[src/rtl/output_argmax_stream.sv]
// rtl/output_argmax_stream.sv - streaming argmax over one vector of signed class scores
// Reports the winning index, its score and whether it beats the runner-up by MARGIN.
module output_argmax_stream #(
  parameter int DATA_W      = 16,
  parameter int NUM_CLASS   = 10,
  parameter int FIRST_CLASS = 1,
  parameter int TIE_HIGH    = 1,
  parameter int MARGIN      = 16,
  localparam int IDX_W      = (NUM_CLASS > 1) ? $clog2(NUM_CLASS) : 1
) (
  input  logic              clk,
  input  logic              rst_n,
  input  logic              flush,
  input  logic              in_valid,
  output logic              in_ready,
  input  logic [DATA_W-1:0] in_data,
  output logic              out_valid,
  input  logic              out_ready,
  output logic [IDX_W-1:0]  out_index,
  output logic [DATA_W-1:0] out_score,
  output logic              out_confident
);

  typedef enum logic [1:0] {IDLE, ACC, DONE} state_t;

  localparam logic [IDX_W-1:0]         LAST      = IDX_W'(NUM_CLASS - 1);
  localparam logic [IDX_W-1:0]         FIRST_IDX = IDX_W'(FIRST_CLASS);
  localparam logic signed [DATA_W-1:0] MOST_NEG  = {1'b1, {(DATA_W-1){1'b0}}};
  localparam logic [DATA_W:0]          MARGIN_V  = (DATA_W+1)'(MARGIN);

  state_t                     state, state_n;
  logic                       rdy_q;
  logic                       accept;
  logic                       last_beat;
  logic [IDX_W-1:0]           cnt;
  logic signed [DATA_W-1:0]   best, second, score;
  logic [IDX_W-1:0]           best_idx;
  logic                       has_two;
  logic signed [DATA_W-1:0]   upd_best, upd_second;
  logic [IDX_W-1:0]           upd_idx;
  logic                       upd_two;
  logic signed [DATA_W:0]     diff;
  logic                       conf_n;

  // rdy_q keeps in_ready low until the first edge after reset release
  assign in_ready  = rdy_q && (state != DONE);
  assign out_valid = (state == DONE);
  assign accept    = in_valid && in_ready;
  assign last_beat = (cnt == LAST);
  assign score     = $signed(in_data);

  always_comb begin
    state_n = state;
    case (state)
      IDLE: if (accept) state_n = (NUM_CLASS == 1) ? DONE : ACC;
      ACC:  if (accept && last_beat) state_n = DONE;
      DONE: if (out_ready) state_n = IDLE;
      default: state_n = IDLE;
    endcase
    if (flush) state_n = IDLE;
  end

  // Running best/second including the beat on in_data this cycle
  always_comb begin
    upd_best   = best;
    upd_second = second;
    upd_idx    = best_idx;
    upd_two    = has_two;
    if (cnt >= FIRST_IDX) begin
      if (cnt == FIRST_IDX) begin
        upd_best   = score;
        upd_second = MOST_NEG;
        upd_idx    = cnt;
        upd_two    = 1'b0;
      end else begin
        upd_two = 1'b1;
        if ((TIE_HIGH != 0) ? (score >= best) : (score > best)) begin
          upd_best   = score;
          upd_second = best;
          upd_idx    = cnt;
        end else if (score > second) begin
          upd_second = score;
        end
      end
    end
    // One extra bit so the full signed range difference cannot wrap
    diff   = {upd_best[DATA_W-1], upd_best} - {upd_second[DATA_W-1], upd_second};
    conf_n = !upd_two || ($unsigned(diff) >= MARGIN_V);
  end

  always_ff @(posedge clk or negedge rst_n) begin
    if (!rst_n) state <= IDLE;
    else        state <= state_n;
  end

  always_ff @(posedge clk or negedge rst_n) begin
    if (!rst_n) begin
      rdy_q         <= 1'b0;
      cnt           <= '0;
      best          <= '0;
      second        <= '0;
      best_idx      <= '0;
      has_two       <= 1'b0;
      out_index     <= '0;
      out_score     <= '0;
      out_confident <= 1'b0;
    end else begin
      rdy_q <= 1'b1;
      if (flush) begin
        cnt     <= '0;
        has_two <= 1'b0;
      end else if (accept) begin
        cnt      <= last_beat ? '0 : cnt + 1'b1;
        best     <= upd_best;
        second   <= upd_second;
        best_idx <= upd_idx;
        has_two  <= upd_two;
        if (last_beat) begin
          out_index     <= upd_idx;
          out_score     <= upd_best;
          out_confident <= conf_n;
        end
      end
    end
  end

endmodule

[config.mk]
export PLATFORM = sky130hd
export DESIGN_NAME = output_argmax_stream
export DESIGN_NICKNAME = d
export VERILOG_FILES = /design/src/rtl/output_argmax_stream.sv
export SDC_FILE = /design/constraint.sdc
export NUM_CORES = 1
export LEC_CHECK = 0
export CAP_MARGIN = 20
export CORE_ASPECT_RATIO = 2
export CORE_MARGIN = 2
export CORE_UTILIZATION = 32
export CTS_BUF_LIST = sky130_fd_sc_hd__clkbuf_4
export DETAILED_ROUTE_END_ITERATION = 8
export DONT_BUFFER_PORTS = 1
export HOLD_SLACK_MARGIN = 0.05
export PLACE_DENSITY = 0.51
export SKIP_CTS_REPAIR_TIMING = 1
export SLEW_MARGIN = 20
export SYNTH_ARGS = -nofsm -noshare
export SYNTH_HDL_FRONTEND = slang
export SYNTH_SLANG_ARGS = --single-unit
[constraint.sdc]
create_clock -name clk -period 7.4 [get_ports clk]
set_clock_uncertainty 0.1 [all_clocks]
set_input_delay 0.37 -clock clk [delete_from_list [all_inputs] [get_ports clk]]
set_output_delay 0.37 -clock clk [all_outputs]
set_load 0.05 [all_outputs]
; ---- After elaboration in Yosys (flattened, before gate mapping)
; Index checks and enable logic that the tools add are counted.
[word_totals]
ff_bits = 65
in_bits = 21
wordCells = 57
[classes]
add_sub_neg = 2
magnitude_cmp = 4
n_eq_ne = 8
muxes = 22
bitwise_logic = 1
n_reduce_logical = 10
[ops]
columns = cell, n
row1 = $mux 16, 7
row2 = $mux 4, 6
row3 = $ge 17x5->1 const B, 1
row4 = $sub 16x16->17, 1
row5 = $ge 16x16->1, 1
row6 = $gt 16x16->1, 1
row7 = $mux 2, 4
row8 = $ne 3x3->1 const B, 2
row9 = $pmux 2 s3, 1
row10 = $reduce_and 3->1, 2
row11 = $add 4x1->4 const B, 1
row12 = $eq 4x1->1 const B, 1
row13 = $eq 4x4->1 const B, 1
row14 = $ge 4x1->1 const B, 1
row15 = $mux 1, 4
row16 = $logic_and 1x1->1, 3
row17 = $ne 3x2->1 const B, 1
row18 = $eq 2x1->1 const B, 1
row19 = $eq 2x2->1 const B, 1
row20 = $logic_not 2->1, 1
row21 = $ne 2x2->1 const B, 1
row22 = $reduce_and 2->1, 1
row23 = $reduce_bool 2->1, 1
row24 = $logic_not 1->1, 1
row25 = 2 further kinds, 2

; ---- Longest topological paths before layout
; Gate-level depths: netlist of the first run.
[depth]
ltp_word = 8
mapped_depth = 27
mapped_depth_nobuf = 25

; ---- Least setup slack after synthesis of the first run
; No wires, ideal clock.
[synth_timing]
kind = reg-to-reg
start = reg best[7]
end = reg out_confident
arrival_ns = 4.971
slack_ns = 2.197
stages_incl_launch_ff = 25
cell_sequence = dfrtp_1 -> inv_1 -> ha_1 -> nand4_1 -> a2111oi_4 -> o31a_1 -> or2_1 -> buf_2 -> nor2_1 -> nor2_1 -> buf_2 -> mux2i_1 -> inv_1 -> ha_1 -> nor2b_1 -> o21ai_0 -> a21oi_1 -> a211o_1 -> a21o_2 -> a21oi_4 -> a211oi_2 -> o21a_1 -> or4_1 -> a21oi_1 -> a31oi_1
[synth_via]
elab_chain_cells = 7
elab_cells_between_ends = 10
cone_classes = add/sub (1) / order compare (2) / mux (6) / reduce/logical (1)
[synth_rtl]
columns = element, line_no
row1 = "start, declared", 36  ; logic signed [DATA_W-1:0] best, second, score;
row2 = "start signal, assigned", 114  ; best <= upd_best;
row3 = $ge 16x16->1, 77  ; if ((TIE_HIGH != 0) ? (score >= best) : (score > best)) begin
row4 = $mux 16, 77
row5 = $mux 16, 70  ; if (cnt == FIRST_IDX) begin
row6 = $mux 16, 69  ; if (cnt >= FIRST_IDX) begin
row7 = via upd_best[1], 39  ; logic signed [DATA_W-1:0] upd_best, upd_second;
row8 = $sub 16x16->17, 87  ; diff = {upd_best[DATA_W-1], upd_best} - {upd_second[DATA_W-1], upd_second};
row9 = $ge 17x5->1, 88  ; conf_n = !upd_two || ($unsigned(diff) >= MARGIN_V);
row10 = $logic_or 1x1->1, 88
row11 = "end signal, assigned", 121  ; out_confident <= conf_n;
row12 = "end, declared", 21  ; output logic out_confident
; The timed path passes the listed nets, and every way through them passes these cells.
; A chain may end at the register's enable or synchronous reset.

; ---- Worst setup path in the final report of the first run
[layout_timing]
start = reg best[11]
end = reg out_confident
; The elaborated chain is that of the path after synthesis.

==> results of run 1 <==
## worst min-delay path by stage
stage | start | end | slack [ns] | depth (start not counted)
4_1_cts | rst_n | second[14]$_DFFE_PN0P_ | -0.54 | 0
3_5_place_dp | rst_n | out_index[3]$_DFFE_PN0P_ | -0.02 | 0
5_1_grt | in_valid | cnt[1]$_DFFE_PN0P_ | 0.07 | 3
6_report | in_valid | cnt[1]$_DFFE_PN0P_ | 0.08 | 3
2_1_floorplan | rst_n | best[0]$_DFFE_PN0P_ | -0.03 | 0
3_3_place_gp | rst_n | out_index[0]$_DFFE_PN0P_ | -0.02 | 0
## registers in the layout, indices dropped and copies added, names as in the netlist, 2 cells and up
name	cells
state	2
best_idx	4
best	16
second	16
out_index	4
cnt	4
out_score	16
## synthesized netlist by cell type (2+ instances only)
| cell type | number | area share [%] |
|---|---|---|
| nand2_1 | 99 | 7.7 |
| o21ai_0 | 78 | 8.1 |
| dfrtp_1 | 64 | 33 |
| inv_1 | 59 | 4.6 |
| ha_1 | 50 | 13 |
| mux2i_1 | 31 | 6.5 |
| a21oi_1 | 28 | 2.9 |
| nor2_1 | 20 | 1.6 |
| clkbuf_1 | 17 | 1.3 |
| a22oi_1 | 14 | 2.2 |
| nand4_1 | 8 | 1.0 |
| nand3_1 | 7 | 0.73 |
| a21o_1 | 6 | 0.94 |
| nand2b_1 | 5 | 0.65 |
| buf_2 | 4 | 0.42 |
| nor3_1 | 4 | 0.42 |
| a22o_1 | 3 | 0.55 |
| o21ai_1 | 3 | 0.31 |
| o31ai_1 | 3 | 0.47 |
| xnor2_1 | 3 | 0.55 |
| a31o_2 | 2 | 0.36 |
| a31oi_1 | 2 | 0.26 |
| and2_1 | 2 | 0.26 |
| nor2_2 | 2 | 0.26 |
| nor2b_1 | 2 | 0.26 |
| nor3b_1 | 2 | 0.31 |
| nor4_1 | 2 | 0.26 |
| o21a_1 | 2 | 0.31 |
| o21bai_1 | 2 | 0.31 |
| o221ai_1 | 2 | 0.36 |
| or2_1 | 2 | 0.26 |
| xor2_1 | 2 | 0.36 |
## worst max-delay path, stage by stage, from the launching register on
cell and delay [ns]:
dfrtp_1 0.41, inv_1 0.06, ha_1 0.31, nand4_1 0.29, nor4_1 0.34, nor3b_1 0.12
nor4_4 0.26, or2_1 0.17, nor2_1 0.05, nor2_2 0.29, mux2i_1 0.51, inv_1 0.10
ha_1 0.30, nor2b_1 0.13, o21ai_0 0.15, a21oi_1 0.09, a211o_1 0.31, a21o_2 0.24
a21oi_4 0.21, a211oi_2 0.11, o21a_1 0.22, or4_1 0.47, a21oi_1 0.17, a31oi_1 0.11
## where the power goes
part           internal [mW]  switching, mW  total (mW)
Combinational          0.433          0.621        1.05
Clock                  0.134          0.142       0.276
Sequential             0.410         0.0671       0.477
Total                  0.977          0.830        1.81
## routing by layer
layer | part of all wire, % | vias up | wire, µm
li1 | - | 1984 | -
met1 | 38 | 1876 | 4840
met2 | 55 | 66 | 7110
met5 | 0 | - | 0
met4 | 2.9 | 0 | 377
met3 | 4.1 | 19 | 526
## cells by family (layout without fill, tap and decap cells)
group / Yosys count / after routing / share of synthesized area [%]
and+or+nand+nor: 170 / 170 / 16.7
adders and majority gates: 51 / 51 / 13.4
DFF: 64 / 64 / 33.3
xor gates and xnor gates: 5 / 5 / 0.911
AOI/OAI and AO/OA: 165 / 165 / 21.8
other: 1 / 2 / 0.0780
buffers and inverters: 83 / 84 / 7.05
muxes: 32 / 32 / 6.69
## cell type report
cell class	instances	area, µm²
fill	1535	9550
antenna	1	2.50
tap	195	244
clock inverter	7	86.3
sequential	64	1600
timing repair buffer	9	95.1
multi-input combinational	424	2880
inverter	59	221
clock buffer	9	67.6
## stage by stage
step           cell area [µm²]  instances  total power [mW]  util (%)
2_1_floorplan             4810        571              1.31         -
3_3_place_gp              4980        747              1.51      33.8
3_5_place_dp              4980        747              1.53      33.8
4_1_cts                   5130        763              1.81      34.8
5_1_grt                   5190        768              1.98      35.2
6_report                  5190        768              1.81      35.2
==> summary.txt, run 1 <==
height of the chip = 177 µm
synthesized net count = 643
power density over cell area = 348 nW/µm²
CP startpoint = best[11]$_DFFE_PN0P_
Clock Latency Late Sink = 0.45 ns
count of unique library cells instantiated by Yosys = 73
run status = complete, no violations
worst hold slack = 0.0822 ns
number of remaining DRC errors = 0
part of the cycle the worst path needs = 76.2%
slew at the pin closest to its max-slew limit = 0.701 ns
Die Span X = 90.7 µm
clock-pin slew on the worst setup and hold paths = 0.11 ns
total clock sinks = 64
number of endpoints failing setup at the final stage = 0
maximum fanout along the worst path = 5
remaining antenna violation count after routing = 0
global router's overall resource usage = 16.8%
Synthesis Warnings = 0
Register-to-Register Path Depth = 23
CP Capture Point = out_confident$_DFFE_PN0P_
number of standard cells after synthesis = 571
share of final-layout standard cells stronger than drive strength 1 = 7.52%
total count of hold-check failures in the final report = 0
worst IR drop on VDD = 92.7 µV
Leakage Power = 2.32 nW
global-route met1 utilization = 17.0%
growth of design area from synthesis to finish = 8.07%
sequential fraction of the synthesis area = 33.3%
nature of the critical path startpoint = flop
area of the mapped netlist = 4810 µm²
per-instance average area after synthesis = 8.42 µm²
vias in the first global route = 4116
TritonCTS clock tree = done
standard cell core area = 14700 µm²
final number of max-transition violations = 0
shortest period the worst path allows = 5.64 ns
required time at the worst-slack endpoint = 7.63 ns
placer's final routability congestion estimate = 0.824
gr ovfl total = 0
met2 track utilization from global routing = 31.9%
Critical R2R Capture = out_confident$_DFFE_PN0P_
Routed WL per cell = 16.7 µm
slew margin rel. = 53.2%
prevailing post-synth register cell = dfrtp_1
estimated wirelength of the detail-placed design = 9.77 mm
Starting DRT DRC Count = 201
cts bufs inserted = 9
EDFF count, synth = 0
DR vias/cell = 5.14
max-cap violation count = 0
Die ar. = 16100 µm²
Clock Tree Buf Depth = 2
critical path endpoint category = flop
top library cells by usage in the layout, fill and taps aside = 99 x nand2_1, 78 x o21ai_0, 64 x dfrtp_1
maximum number of pins on one net before global-route repair = 65
CP Data Arrival Time = 5.87 ns
register bit total from synthesis = 64
starting utilization of the core area = 32.6%
IO Pins = 44
layer with the highest usage = met2
type of the worst min-delay path = primary input to flop
final worst slack = 1.76 ns
number of rows created at floorplan = 63
Synth async-reset ratio = 100%
leading cell type in the layout, fill and taps excluded = nand2_1
reg-to-reg setup timing slack = 1.76 ns
layout net count = 639
category of the critical setup timing path = flop to flop
dpl ws = 1.73 ns
maximum achievable frequency = 0.177 GHz
wire length of the first global-routing pass = 21.0 mm
drt total wl = 12.9 mm
met3 Resource Use GR = 3.52%
first-pass detailed-route iteration total = 5
H-tree level count = 3
via count = 3945
total negative slack = 0 ns
antenna violations before repair = 1
Root Buffer = clkbuf_4
input/output buffers = 0
worst reg2reg startpoint = best[11]$_DFFE_PN0P_
unrepaired setup endpoints after global routing = false
Power figures use the tool's default switching activity.
==> run 2, diff against run 1 <==
--- a/config.mk
+++ b/config.mk
@@ -13,7 +13,7 @@
 export DETAILED_ROUTE_END_ITERATION = 8
 export DONT_BUFFER_PORTS = 1
 export HOLD_SLACK_MARGIN = 0.05
-export PLACE_DENSITY = 0.51
+export PLACE_DENSITY = 0.52
 export SKIP_CTS_REPAIR_TIMING = 1
 export SLEW_MARGIN = 20
 export SYNTH_ARGS = -nofsm -noshare
==> constraint.sdc (replaced) <==
create_clock -name clk -period 4.8 [get_ports clk]
set_clock_uncertainty 0.1 [all_clocks]
set_input_delay 0.24 -clock clk [delete_from_list [all_inputs] [get_ports clk]]
set_output_delay 0.24 -clock clk [all_outputs]
set_load 0.05 [all_outputs]
==> run 2 against run 1 <==
Net effect: the run now ends with negative setup slack left; register-to-register slack lost 1.8 ns; worst hold slack lost 0.032 ns; cell count grew 9.0%; critical path type unchanged; critical endpoint unchanged; largest power group unchanged.
==> summary.txt, run 2 (synthesis gave the netlist of run 1 again) <==
run status = finished, violations left
violations in the final reports = negative setup slack
part of the cycle the worst path needs = 102%
max-cap violation count = 0
layout net count = 708
Combinational Power Share = 68.0%
Die ar. = 16100 µm²
Psw = 1.46 mW
total negative slack = -0.0838 ns
H-tree level count = 3
register share of total power = 21.7%
required time at the worst-slack endpoint = 5.03 ns
DR vias/cell = 5.06
Leakage Power = 2.68 nW
share of final-layout standard cells stronger than drive strength 1 = 21.4%
finished layout cell area = 5950 µm²
total clock sinks = 64
global router's overall resource usage = 17.8%
standard cell core area = 14700 µm²
number of endpoints failing setup at the final stage = 1
cts bufs inserted = 9
maximum fanout along the worst path = 4
Clock Latency Late Sink = 0.45 ns
number of remaining DRC errors = 0
maximum number of pins on one net before global-route repair = 65
first-pass detailed-route iteration total = 5
slew at the pin closest to its max-slew limit = 0.610 ns
total count of hold-check failures in the final report = 0
fill count = 1526
wire length of the first global-routing pass = 22.3 mm
vias in the first global route = 4314
maximum achievable frequency = 0.205 GHz
critical path's top delay family = compound AO/OA/AOI/OAI gates
slew margin rel. = 59.3%
Clk pwr share = 10.4%
final worst slack = -0.0838 ns
category of the critical setup timing path = flop to flop
drt total wl = 13.8 mm
Root Buffer = clkbuf_4
clock-pin slew on the worst setup and hold paths = 0.12 ns
Critical Path Max Stage Delay = 0.44 ns
internal power of the cells = 1.80 mW
WP buf/inv = 4
registers with the most flip-flops = best (16), out_score (16), second (16)
final number of max-transition violations = 0
estimated wirelength of the detail-placed design = 10.6 mm
placer's final routability congestion estimate = 0.945
Starting DRT DRC Count = 169
unrepaired setup endpoints after global routing = true
reg-to-reg setup timing slack = -0.08 ns
worst IR drop on VDD = 179 µV
Clock Tree Buf Depth = 2
power density over cell area = 549 nW/µm²
number of rows created at floorplan = 63
Die Span X = 90.7 µm
remaining antenna violation count after routing = 0
antenna violations before repair = 1
type of the worst min-delay path = primary input to flop
CP Data Arrival Time = 5.12 ns
IO Pins = 44
placement-stage cell area = 5420 µm²
power after layout = 3.26 mW
growth of design area from synthesis to finish = 23.7%
most used cell along the critical path = nor2_2
starting utilization of the core area = 32.6%
top library cells by usage in the layout, fill and taps aside = 99 x nand2_1, 76 x o21ai_0, 64 x dfrtp_1
nature of the critical path startpoint = flop
height of the chip = 177 µm
switch share = 44.9%
critical-path cell with the highest stage delay = a2111oi_4
input/output buffers = 0
Routed WL per cell = 16.5 µm
gr ovfl total = 0
via count = 4235
critical path endpoint category = flop
leading cell type in the layout, fill and taps excluded = nand2_1
TritonCTS clock tree = done
shortest period the worst path allows = 4.88 ns
## run 2: changes by cell type in the layout (fill, tap and decap cells not counted), moves of 4 or more
| cell | delta |
|---|---|
| buf_4 | +58 |
| dlygate4sd3_1 | +6 |
| ha_1 | -9 |
| ha_4 | +8 |
| inv_1 | -4 |
| inv_2 | +4 |
| mux2i_1 | -5 |
## run 2: routing by layer
layer  share of wire, %  track usage [%]  wire, µm  vias to the layer above
met2                 56             34.2      7740                       79
li1                   -                -         -                     2121
met5                  0                0         0                        -
met4                3.2             8.27       445                        0
met3                3.5             3.14       477                       30
met1                 37             18.5      5130                     2005
## run 2: final timing paths
kind | startpoint | end | cells past startpoint
worst min register to register | state[1]$_DFFE_PN0P_ | state[0]$_DFFE_PN0P_ | 1
max in group asynchronous | rst_n | out_score[9]$_DFFE_PN0P_ | 2
worst min-delay path | in_data[2] | out_score[2]$_DFFE_PN0P_ | 3
worst max-delay path | best[1]$_DFFE_PN0P_ | out_confident$_DFFE_PN0P_ | 25
worst max register to register | best[1]$_DFFE_PN0P_ | out_confident$_DFFE_PN0P_ | 25
min in group asynchronous | rst_n | out_score[15]$_DFFE_PN0P_ | 2
## run 2: power groups by stage
stage                     clock network, mW  registers, mW  logic, mW
after floorplan                           0          0.714       1.33
after detailed placement                  0          0.716       2.00
after global placement                    0          0.710       1.97
after CTS                             0.354          0.705       2.01
after global routing                  0.379          0.721       2.48
final                                 0.339          0.707       2.22
## run 2: layout make-up
type | instances | area, µm² | area share (%)
multi-input cells | 424 | 3100 | 52.1
repair buffers | 78 | 664 | 11.2
inverters | 59 | 221 | 3.72
flip-flops and latches | 64 | 1600 | 26.9
clock buffers | 9 | 67.6 | 1.14
well taps | 195 | 244 | 4.10
diodes | 1 | 2.50 | 0.0421
clock inverters | 7 | 47.5 | 0.800
## run 2: tightest hold or removal path, cell delays in order
cell and delay [ns]:
mux2i_2 0.05, buf_4 0.14, o21ai_0 0.14
## run 2: per-stage QoR
| step | worst slack, ns | hold slack, ns | utilization, % | instances |
|---|---|---|---|---|
| 2_1_floorplan | -0.0661 | -0.156 | - | 571 |
| 3_3_place_gp | -0.127 | -0.153 | 36.7 | 802 |
| 3_5_place_dp | -0.298 | -0.153 | 36.7 | 802 |
| 4_1_cts | -0.366 | -0.682 | 37.5 | 818 |
| 5_1_grt | -0.335 | 0.0534 | 40.3 | 837 |
| 6_report | -0.0838 | 0.0501 | 40.3 | 837 |
==> run 3, diff against run 2 <==
--- a/config.mk
+++ b/config.mk
@@ -5,15 +5,15 @@
 export SDC_FILE = /design/constraint.sdc
 export NUM_CORES = 1
 export LEC_CHECK = 0
+export BUFFER_PORTS_ARGS = -buffer_cell sky130_fd_sc_hd__clkbuf_2
 export CAP_MARGIN = 20
 export CORE_ASPECT_RATIO = 2
 export CORE_MARGIN = 2
 export CORE_UTILIZATION = 32
 export CTS_BUF_LIST = sky130_fd_sc_hd__clkbuf_4
 export DETAILED_ROUTE_END_ITERATION = 8
-export DONT_BUFFER_PORTS = 1
 export HOLD_SLACK_MARGIN = 0.05
-export PLACE_DENSITY = 0.52
+export PLACE_DENSITY = 0.55
 export SKIP_CTS_REPAIR_TIMING = 1
 export SLEW_MARGIN = 20
 export SYNTH_ARGS = -nofsm -noshare
==> run 3 against run 2 <==
Net effect: largest cell class unchanged; die area unchanged; count of clock-buffer cells in the layout up 1; the flow still finishes with violations (negative setup slack); power grew 0.76%; sequential cell count is the same; critical path type unchanged; setup slack improved by 0.014 ns; routed wire length is 1.5% lower; first-iteration DRC count is 8.9% higher; register-to-register slack about the same; non-clock buffer count is 46 higher; cell area rose by 1.6%.
==> summary.txt, run 3 (synthesis gave the netlist of run 1 again) <==
run status = finished, violations left
violations in the final reports = negative setup slack
category of the critical setup timing path = flop to flop
DP Cell Count = 860
shortest period the worst path allows = 4.87 ns
critical-path cell with the highest stage delay = or4_1
Clock Latency Late Sink = 0.46 ns
remaining antenna violation count after routing = 0
drt total wl = 13.6 mm
CP Data Arrival Time = 5.10 ns
final std cells w/o fill = 883
Clock Tree Buf Depth = 2
height of the chip = 177 µm
TritonCTS clock tree = done
Psw = 1.43 mW
internal power of the cells = 1.86 mW
layout net count = 754
starting utilization of the core area = 32.6%
first-pass detailed-route iteration total = 5
Die ar. = 16100 µm²
registers with the most flip-flops = best (16), out_score (16), second (16)
share of final-layout standard cells stronger than drive strength 1 = 24.6%
growth of design area from synthesis to finish = 25.7%
input/output buffers = 43
max-cap violation count = 0
critical path endpoint category = flop
top library cells by usage in the layout, fill and taps aside = 99 x nand2_1, 76 x o21ai_0, 75 x buf_4
Clk pwr share = 13.3%
required time at the worst-slack endpoint = 5.03 ns
wire length of the first global-routing pass = 22.6 mm
global router's overall resource usage = 17.9%
maximum number of pins on one net before global-route repair = 65
maximum achievable frequency = 0.205 GHz
antenna violations before repair = 1
number of endpoints failing setup at the final stage = 1
Starting DRT DRC Count = 184
cts bufs inserted = 9
fill count = 1517
IO Pins = 44
most used cell along the critical path = ha_1
clock-pin slew on the worst setup and hold paths = 0.13 ns
Die Span X = 90.7 µm
Critical Path Max Stage Delay = 0.44 ns
combined area of the multi-input logic cells = 2970 µm²
estimated wirelength of the detail-placed design = 10.6 mm
register share of total power = 21.5%
finished layout cell area = 6040 µm²
slew margin rel. = 40.9%
maximum fanout along the worst path = 14
placer's final routability congestion estimate = 0.920
unrepaired setup endpoints after global routing = true
Root Buffer = clkbuf_4
chain of cells forming the critical path = inv_1 > ha_1 > nand4_1 > a2111oi_4 > nor4_4 > or2_4 > buf_6 > nand2_1 > o21ai_0 > a22oi_1 > buf_4 > ha_1 > nor2b_1 > o21ai_1 > a21oi_1 > a211o_1 > a21o_2 > a21oi_4 > a211oi_2 > o21a_1 > or4_1 > a21oi_2 > a31oi_1
type of the worst min-delay path = primary input to flop
number of remaining DRC errors = 0
total negative slack = -0.0703 ns
total clock sinks = 64
DR vias/cell = 4.99
Routed WL per cell = 15.4 µm
H-tree level count = 3
vias in the first global route = 4571
leading cell type in the layout, fill and taps excluded = nand2_1
power after layout = 3.29 mW
slew at the pin closest to its max-slew limit = 0.887 ns
via count = 4410
total count of hold-check failures in the final report = 0
worst hold slack = 0.0418 ns
part of the cycle the worst path needs = 101%
area occupied by registers = 1600 µm²
placement-stage cell area = 5730 µm²
number of rows created at floorplan = 63
final worst slack = -0.0703 ns
Register-to-Register Path Depth = 23
power density over cell area = 544 nW/µm²
nature of the critical path startpoint = flop
Leakage Power = 2.86 nW
worst hold path stage count = 4
switch share = 43.4%
Combinational Power Share = 65.3%
standard cell core area = 14700 µm²
gr ovfl total = 0
worst IR drop on VDD = 178 µV
final number of max-transition violations = 0
[run 3: changes by cell type in the layout (fill, tap and decap cells not counted), moves of 5 or more]
cell,change
dlygate4sd3_1,-5
ha_4,-5
ha_1,+5
buf_4,+12
clkbuf_2,+42
[run 3: power by group through the flow]
stage | clock, mW | combinational, mW | sequential, mW
2_1_floorplan | 0 | 1.33 | 0.714
3_3_place_gp | 0 | 2.01 | 0.710
3_5_place_dp | 0 | 2.05 | 0.717
4_1_cts | 0.458 | 2.06 | 0.706
5_1_grt | 0.474 | 2.38 | 0.718
6_report | 0.435 | 2.15 | 0.705
[run 3: layer usage]
| layer | routed length (µm) | up-vias | share of wire, % | track usage (%) |
|---|---|---|---|---|
| li1 | - | 2220 | - | - |
| met1 | 5120 | 2059 | 38 | 18.3 |
| met2 | 7490 | 93 | 55 | 34.3 |
| met3 | 393 | 38 | 2.9 | 2.29 |
| met4 | 586 | 0 | 4.3 | 9.81 |
| met5 | 0 | - | 0 | 0 |
[run 3: final timing paths]
kind	start	endpoint	slack [ns]
worst max-delay path	best[4]$_DFFE_PN0P_	out_confident$_DFFE_PN0P_	-0.07
worst min-delay path	in_valid	cnt[1]$_DFFE_PN0P_	0.04
worst max register to register	best[4]$_DFFE_PN0P_	out_confident$_DFFE_PN0P_	-0.07
worst min register to register	out_score[6]$_DFFE_PN0P_	out_score[6]$_DFFE_PN0P_	0.39
max in group asynchronous	rst_n	second[8]$_DFFE_PN0P_	3.58
min in group asynchronous	rst_n	best[4]$_DFFE_PN0P_	0.40
[run 3: layout make-up]
class	instances	area share, %
Antenna cell	1	0.0414
Multi-Input combinational cell	424	49.2
Sequential cell	64	26.5
Clock inverter	6	1.39
Inverter	59	3.67
Clock buffer	10	1.24
Tap cell	195	4.04
Timing Repair Buffer	124	13.9
[run 3: worst max-delay path, delay by kind of cell, from the launching register on]
| family | cells | cell delay [ns] |
|---|---|---|
| simple gates | 6 | 1.24 |
| compound gates | 12 | 2.10 |
| buf+inv | 3 | 0.37 |
| fa+ha+maj | 2 | 0.49 |
| flops | 1 | 0.41 |
[run 3: per-stage QoR]
stage	utilization, %	setup WS [ns]
floorplan	-	-0.0661
global placement	38.9	-0.0906
detailed placement	38.9	-0.278
CTS	40.0	-0.339
global route	41.0	-0.314
finish	41.0	-0.0703
